File: config.mk
export PLATFORM = sky130hd
export DESIGN_NAME = cons_bus_scheduler
export DESIGN_NICKNAME = d
export VERILOG_FILES = /design/src/rtl/cons_bus_scheduler.sv
export SDC_FILE = /design/constraint.sdc
export NUM_CORES = 1
export LEC_CHECK = 0
export ABC_CLOCK_PERIOD_IN_PS = 3000
export BUFFER_PORTS_ARGS = -buffer_cell sky130_fd_sc_hd__buf_2
export CORE_MARGIN = 4
export CORE_UTILIZATION = 45
export DETAILED_ROUTE_END_ITERATION = 12
export GPL_ROUTABILITY_DRIVEN = 1
export GPL_TIMING_DRIVEN = 0
export MAX_ROUTING_LAYER = met4
export PLACE_DENSITY = 0.68
export SYNTH_ARGS = -nofsm -noshare
export SYNTH_HDL_FRONTEND = slang
export SYNTH_SLANG_ARGS = --single-unit
File: constraint.sdc
create_clock -name clk -period 3 [get_ports clk]
set_input_delay 0.3 -clock clk [delete_from_list [all_inputs] [get_ports clk]]
set_output_delay 0.3 -clock clk [all_outputs]
set_load 0.05 [all_outputs]
File: src/rtl/cons_bus_scheduler.sv
`default_nettype none
// ============================================================================
// Module      : cons_bus_scheduler
// Description : Shares the bidirectional host cons bus between the load path
//               and a FIFO-buffered result write-back path.
// Revision    : 1.0 - initial release
// ============================================================================
module cons_bus_scheduler #(
    parameter int DATA_WIDTH          = 16,
    parameter int OUT_FIFO_DEPTH      = 4,
    parameter int LOG2_OUT_FIFO_DEPTH = 2,
    parameter int MAX_LOAD_BURST      = 8
) (
    input  logic                           clk,
    input  logic                           srst_in,
    input  logic                           load_req,
    input  logic                           load_ready,
    output logic                           load_valid,
    input  logic                           host_valid,
    output logic                           host_ready,
    input  logic                           res_valid,
    input  logic [DATA_WIDTH-1:0]          res_data,
    output logic                           res_ready,
    output logic                           drive_out,
    output logic                           wb_valid,
    output logic [DATA_WIDTH-1:0]          wb_data,
    input  logic                           wb_ready,
    output logic [LOG2_OUT_FIFO_DEPTH:0]   fifo_count
);

    localparam int c_BURST_W = $clog2(MAX_LOAD_BURST + 1);
    localparam logic [c_BURST_W-1:0] c_BURST_MAX = c_BURST_W'(MAX_LOAD_BURST);
    localparam logic [LOG2_OUT_FIFO_DEPTH:0] c_FULL_COUNT = (LOG2_OUT_FIFO_DEPTH + 1)'(OUT_FIFO_DEPTH);

    typedef enum logic [2:0] {
        ST_IDLE     = 3'd0,
        ST_LOAD     = 3'd1,
        ST_TURN_OUT = 3'd2,
        ST_DRAIN    = 3'd3,
        ST_TURN_IN  = 3'd4
    } state_t;

    state_t                         r_state;
    state_t                         w_state_next;
    logic [DATA_WIDTH-1:0]          r_mem [OUT_FIFO_DEPTH];
    logic [LOG2_OUT_FIFO_DEPTH-1:0] r_wr_ptr;
    logic [LOG2_OUT_FIFO_DEPTH-1:0] r_rd_ptr;
    logic [LOG2_OUT_FIFO_DEPTH:0]   r_count;
    logic [LOG2_OUT_FIFO_DEPTH:0]   w_count_next;
    logic [c_BURST_W-1:0]           r_burst;
    logic [c_BURST_W-1:0]           w_burst_next;
    logic                           w_grant_load;
    logic                           w_push;
    logic                           w_pop;
    logic                           w_load_beat;
    logic                           w_full;
    logic                           w_nonempty;

    assign w_full       = (r_count == c_FULL_COUNT);
    assign w_nonempty   = (r_count != '0);
    assign w_grant_load = (r_state == ST_LOAD);

    assign host_ready = load_ready && w_grant_load;
    assign load_valid = host_valid && w_grant_load;
    assign drive_out  = (r_state == ST_TURN_OUT) || (r_state == ST_DRAIN);
    assign wb_valid   = (r_state == ST_DRAIN) && w_nonempty;
    // Data is forced to zero when not valid so idle/reset bus values are clean.
    assign wb_data    = wb_valid ? r_mem[r_rd_ptr] : '0;
    assign res_ready  = !w_full;
    assign fifo_count = r_count;

    assign w_push      = res_valid && res_ready;
    assign w_pop       = wb_valid && wb_ready;
    assign w_load_beat = host_valid && host_ready;

    always_comb begin
        w_count_next = r_count;
        case ({w_push, w_pop})
            2'b10:   w_count_next = r_count + 1'b1;
            2'b01:   w_count_next = r_count - 1'b1;
            default: w_count_next = r_count;
        endcase
    end

    always_comb begin
        w_burst_next = r_burst;
        case (r_state)
            ST_LOAD: begin
                if (!w_nonempty) begin
                    w_burst_next = '0;
                end else if (w_load_beat && (r_burst != c_BURST_MAX)) begin
                    w_burst_next = r_burst + 1'b1;
                end
            end
            ST_DRAIN: w_burst_next = '0;
            default:  w_burst_next = r_burst;
        endcase
    end

    always_comb begin
        w_state_next = r_state;
        case (r_state)
            ST_IDLE: begin
                if (w_full || (w_nonempty && !load_req)) begin
                    w_state_next = ST_TURN_OUT;
                end else if (load_req) begin
                    w_state_next = ST_LOAD;
                end
            end
            ST_LOAD: begin
                // Exit uses the post-beat counter so the capping beat is still granted.
                if (w_full || (w_nonempty && (w_burst_next == c_BURST_MAX))) begin
                    w_state_next = ST_TURN_OUT;
                end else if (!load_req) begin
                    w_state_next = ST_IDLE;
                end
            end
            ST_TURN_OUT: w_state_next = ST_DRAIN;
            ST_DRAIN: begin
                if (w_count_next == '0) begin
                    w_state_next = ST_TURN_IN;
                end
            end
            ST_TURN_IN: w_state_next = ST_IDLE;
            default:    w_state_next = ST_IDLE;
        endcase
    end

    always_ff @(posedge clk) begin
        if (srst_in) begin
            r_state  <= ST_IDLE;
            r_wr_ptr <= '0;
            r_rd_ptr <= '0;
            r_count  <= '0;
            r_burst  <= '0;
        end else begin
            r_state <= w_state_next;
            r_count <= w_count_next;
            r_burst <= w_burst_next;
            if (w_push) begin
                r_wr_ptr <= r_wr_ptr + 1'b1;
            end
            if (w_pop) begin
                r_rd_ptr <= r_rd_ptr + 1'b1;
            end
        end
    end

    always_ff @(posedge clk) begin
        if (w_push) begin
            r_mem[r_wr_ptr] <= res_data;
        end
    end

endmodule
`default_nettype wire
=== After elaboration in Yosys (flattened, before gate mapping) ===
Memories as Yosys holds them, arrays and structs flattened. A register that Yosys moved wholly into a read port is not among the register bits.
Index checks and enable logic that the tools add are counted.

* Eq/ne operators: 11
* Muxes and demuxes: 15
* Add/subtract/negate cells: 5
* Reduce and logical (&&, ||, !) cells: 18

{| class="wikitable"
|+ Operators by type and width
! cell !! number
|-
| 16-bit 2-to-1 mux || 1
|-
| 3-bit 2-to-1 mux || 5
|-
| 3-bit case mux with 4 select lines || 1
|-
| 1-bit logical AND || 9
|-
| 4-bit 2-to-1 mux || 2
|-
| 4-bit case mux with 2 select lines || 1
|-
| 3-bit by 2-bit equality test with 1-bit output (second input constant) || 2
|-
| 3-bit zero test || 2
|-
| 3-bit case mux with 2 select lines || 1
|-
| 2-bit by 1-bit adder with 2-bit output (second input constant) || 2
|-
| 4-bit by 1-bit adder with 4-bit output (second input constant) || 1
|-
| 4-bit equality test (second input constant) || 1
|-
| 2-bit 2-to-1 mux || 2
|-
| 4-bit != test (second input constant) || 1
|-
| 3-bit by 1-bit adder with 3-bit output (second input constant) || 1
|-
| 3-bit by 1-bit equality test with 1-bit output (second input constant) || 1
|-
| 3-bit equality test (second input constant) || 1
|-
| 1-bit logical OR || 3
|-
| 3-bit by 2-bit != test with 1-bit output (second input constant) || 1
|-
| 3-bit != test (second input constant) || 1
|-
| 3-bit AND reduction || 1
|-
| 3-bit nonzero test || 1
|-
| 3-bit by 1-bit subtractor with 3-bit output (second input constant) || 1
|-
| 2-bit by 1-bit equality test with 1-bit output (second input constant) || 1
|-
| 4 further kinds || 6
|}

* Memories: 1
* Register bits: 14
* RAM bits: 64
* Input port bits: 23
* Word-level logic and storage cells: 55
* Output and inout port bits: 24

{| class="wikitable"
|+ Memory list
! memory !! words !! bits a word !! rd ports !! clocked after Yosys merged registers in !! write ports !! RTL line !! RTL
|-
| r_mem || 4 || 16 || 1 || 1 || 1 || 45 || <nowiki>logic [DATA_WIDTH-1:0] r_mem [OUT_FIFO_DEPTH];</nowiki>
|}

=== Logic depth before layout (Yosys ltp) ===
* Word-level depth: 12
* Gate-level depth with buffers: 12
* Mapped depth without buffers: 11

=== Least setup slack after synthesis ===
Ideal clock, no wire load.

* Path type: reg-to-reg
* Start point: register r_count[2] (netlist: fifo_count[2])
* End point: register r_state[0]
* Stages on the path, launching flop included: 11
* Data arrival time: 3,191 ps
* Setup time: 122 ps
* Buffers on the path: 0
* Required time: 2,878 ps
* Period minus slack after synthesis: 3,313 ps
* Slack: -313 ps
* Path through: dfxtp_1 > nand3_1 > nand2_1 > ha_1 > inv_1 > fa_1 > and3b_1 > a221oi_2 > o21bai_1 > nor4b_2 > a21oi_1

* Cells in the longest elaborated chain, start to end: 8
* Elaborated cells on any way between the ends: 26
* Classes of those cells: 2 x add/sub; 7 x eq/ne; 6 x mux; 11 x reduce/logical

{| class="wikitable"
|+ Ends and longest elaborated chain
! element !! RTL line !! RTL
|-
| start, declared || 48 || <nowiki>logic [LOG2_OUT_FIFO_DEPTH:0] r_count;</nowiki>
|-
| start signal, assigned || 138 || <nowiki>r_count <= w_count_next;</nowiki>
|-
| 3-bit equality test * || 59 || <nowiki>assign w_full = (r_count == c_FULL_COUNT);</nowiki>
|-
| 1-bit zero test * || 69 || <nowiki>assign res_ready = !w_full;</nowiki>
|-
| net res_ready || 23 || <nowiki>output logic res_ready,</nowiki>
|-
| 1-bit logical AND * || 72 || <nowiki>assign w_push = res_valid && res_ready;</nowiki>
|-
| 2-bit by 1-bit equality test with 1-bit output or 2-bit equality test (tied branches) || 78 || <nowiki>case ({w_push, w_pop})</nowiki>
|-
| 3-bit case mux with 2 select lines * || 78 ||
|-
| 3-bit zero test * || 120 || <nowiki>if (w_count_next == '0) begin</nowiki>
|-
| 2-bit by 1-bit != test with 1-bit output (no source line) * || - ||
|-
| 3-bit AND reduction (no source line) * || - ||
|-
| end signal, assigned || 137 || <nowiki>r_state <= w_state_next;</nowiki>
|-
| end, declared || 43 || <nowiki>state_t r_state;</nowiki>
|}

Mark *: on every way through the listed nets, which the timed path passes. The rest lies on a longest branch.
A chain may end at the register's enable or synchronous reset.

=== Worst setup path after layout ===
* Start point: register r_count[1] (netlist: fifo_count[1])
* End point: register r_state[0]

* Cells in the longest elaborated chain, start to end: 8
* Elaborated cells on any way between the ends: 26
* Classes of those cells: 2 x add/sub; 7 x eq/ne; 6 x mux; 11 x reduce/logical

{| class="wikitable"
|+ Ends and longest elaborated chain
! element !! RTL line !! RTL
|-
| 3-bit nonzero test * || 60 || <nowiki>assign w_nonempty = (r_count != '0);</nowiki>
|-
| 1-bit logical AND * || 66 || <nowiki>assign wb_valid = (r_state == ST_DRAIN) && w_nonempty;</nowiki>
|-
| 1-bit logical AND * || 73 || <nowiki>assign w_pop = wb_valid && wb_ready;</nowiki>
|-
| net w_pop || 54 || <nowiki>logic w_pop;</nowiki>
|-
| 2-bit by 1-bit equality test with 1-bit output or 2-bit equality test (tied branches) || 78 ||
|-
| 3-bit case mux with 2 select lines * || 78 ||
|-
| 3-bit zero test * || 120 ||
|-
| 2-bit by 1-bit != test with 1-bit output (no source line) * || - ||
|-
| 3-bit AND reduction (no source line) * || - ||
|}

Marked as above.

==> key figures <==
Timing
  – Fmax: 363.3 MHz
  – Final period utilization: between 90% and 100%
  – Post-route setup slack: 247.7 ps
  – RSZ-0062 raised after global routing: no
  – Hold Violations, Final: 0
  – Worst-margin pin slew: 848.3 ps
  – Final setup violation count: 0
  – Fin Hold WS: around 170 ps
  – Clk_skew: about 6.6 ps
  – Setup_tns: 0 ps
  – Final slew viol count: 0
  – Fin crit period: between 2000 and 3000 ps
  – Slew headroom: between 40 and 50%

Synthesis
  – Post-Synthesis Cells: around 220
  – FFs w/ async S/R, synth: 0%
  – Multiplexer share of the synthesized area: approximately 11%
  – Synth top area share: a little under three fifths
  – Compound-cell area share of the yosys netlist: around 3.4%
  – Syn avg cell area: between 15 and 20 µm²
  – Synth Area in Simple Gates: about an eighth
  – Xor/xnor share of the synthesized area: between 2 and 2.5%
  – Number of synthesized flops with an enable pin: 64
  – Largest family of logic cells by synthesized area: simple AND/OR/NAND/NOR gates
  – Netlist cell types: 39
  – Most area-consuming cells after synthesis: edfxtp_1 (56%), mux4_2 (11%), dfxtp_1 (9.4%)
  – #FFs+latches synth: 80
  – Sequential element share of the synthesized area: between 60% and 70%
  – Synth Cell Area: around 3400 µm²
  – Largest area contributor in the netlist: edfxtp_1
  – Synth warn: 0
  – Syn_nets: roughly 250
  – Synth Area in Adders: between 3 and 4%
  – Post-synth top flop: edfxtp_1

Worst setup path
  – Crit Path Class: reg2reg
  – Worst Path Required: about 3300 ps
  – CP max FO: 7
  – Critical Path End Type: flip-flop
  – Critical path arrival: 3030 ps
  – CP Launch Type: flip-flop

Global routing
  – Largest net degree at the start of global routing: 17
  – Number of global-route vias before repair: roughly 1.9k
  – Initial antenna violation count: 0
  – GRT Total Usage: 14.17%
  – Global route overflow: 0
  – Global-route wire length before repair: just over 9000 µm

Floorplanning
  – Die Wd: about 95 µm
  – Die height: 94.97 µm
  – Initial Util: between 40% and 50%
  – Num ports: 47
  – Site row count: 31
  – CORE AREA: 7292 µm²
  – Die area: ~9000 µm²

Cells and area
  – Seq. cell area: 2243 µm²
  – Area Growth Syn to Fin: 17.13%
  – Inserted Diodes: 0
  – Share of post-route cells with drive strength above 1: about a third
  – FILL cells: slightly above 600
  – Nets: 305
  – Multi-input gate area: 1110 µm²

Power and ir drop
  – Power Density: about 580 nW/µm²
  – VDD IR max: around 260 µV
  – Leakage power: 1.469 nW
  – Final Power: ~2.3 mW

Place
  – Worst slack, placed: -153.9 ps
  – Gpl congestion: between 0.7 and 0.8
  – Post-DP HPWL: approximately 3800 µm
  – Port bufs: 46

Clock tree
  – H-Tree Depth: 3
  – Clk sinks: 80
  – Clock buffer depth: 2
  – Clock root buffer: clkbuf_8
  – Clock transition at the registers of the reported paths: around 80 ps
  – CTS tree: done
  – Clock latency on the worst-skew pair: roughly 340 ps
  – CTS Buf Count: 9

Worst hold path
  – Worst Hold Class: in2reg

Detailed routing
  – Vias per cell: 5.013
  – Routed WL per cell: 14.88 µm
  – DR iter-0 viols: 62
  – Routed Antenna Nets: 0
  – WL final: approximately 5600 µm
  – 1st-pass router iterations: 6
  – Drt drc: 0
  – Routed via count: ~1.9k

Outcome
  – Status: complete, no violations

Run
  – Max_cap viols: 0
synthesized netlist by cell type, types with 4 or more instances:
cell / count
inv_1: 10
edfxtp_1: 64
a21oi_1: 8
nand3_1: 4
and2_1: 19
xor2_1: 4
ha_1: 7
nand2_1: 4
dfxtp_1: 16
nor2_1: 13
and3_1: 6
mux4_2: 16
state kept, by name (all words and copies together) (netlist names), named ones only:
signal	count
r_wr_ptr	2
fifo_count	3
r_state	3
r_rd_ptr	2
r_mem	64
r_burst	4
path summary, 6_finish.rpt:
kind,start,endpoint,slack [ps],cells after the start
min,srst_in,r_state[2],170,2
max,fifo_count[1],r_state[0],250,11
min reg2reg,r_wr_ptr[1],r_wr_ptr[1],530,2
max reg2reg,fifo_count[1],r_state[0],250,11
cells in the final DEF, fill, tap and decap left out, types with 3 or more instances in the layout:
cell type,count
inv_1,10
a21oi_1,8
and3_1,6
mux4_2,16
nand4_1,3
and2_1,19
nand3_1,3
clkbuf_1,3
clkbuf_8,9
xor2_1,4
dfxtp_1,15
edfxtp_1,64
buf_2,49
nand2_1,4
ha_1,7
nor2_1,13
o21ai_0,3
logic make-up after synthesis:
kind of cell | Yosys count
multiplexers | 18
AND/OR/NAND/NOR | 67
AO/OA/AOI/OAI | 18
XOR/XNOR | 7
buffers and inverters | 17
flip-flops | 80
adder cells (fa/ha/maj) | 8
critical path: stages, from the launching register on:
cell      delay, ps
dfxtp_1         370
nor3_4          410
nor2_4           40
and2_1          180
ha_1            230
inv_1            80
fa_1            430
and3b_1         190
a221oi_2        320
o21bai_1        200
o21ai_0         120
a21oi_1         110
stage by stage:
stage	std cells	utilization (%)	cell area, µm²
3_5_place_dp	360	51.61	3764
3_3_place_gp	360	51.61	3764
6_report	378	54.67	3986
5_1_grt	378	54.67	3986
4_1_cts	377	54.56	3979
2_1_floorplan	215	-	3410
repair_timing:
action / in CTS / in global routing
resized for setup: 2 / 0
setup buffers: 1 / 1
pin swaps: 1 / 1
endpoints found under the setup margin: 1 / 1
hold buffers: 0 / 0
layer usage:
metal / track usage [%] / wire length, µm
met3: 4.143 / 300
met1: 17.30 / 2438
met2: 22.72 / 2850
met5: - / 0
met4: 4.688 / 36
where the power goes:
part	switching (mW)	internal, mW	leakage [nW]
clock network	0.383	0.384	0.0952
logic	0.158	0.0925	0.655
registers	0.0217	1.25	0.718
total	0.563	1.73	1.47
cell type report:
type,count,share of cell area (%)
Clock inverter,7,1.820
Buffer,7,0.7533
Multi-Input combinational cell,118,27.84
Tap cell,99,3.107
Timing Repair Buffer,48,6.152
Clock buffer,9,3.107
Sequential cell,80,56.28
Inverter,10,0.9416
(Power assumes the default switching activity.)
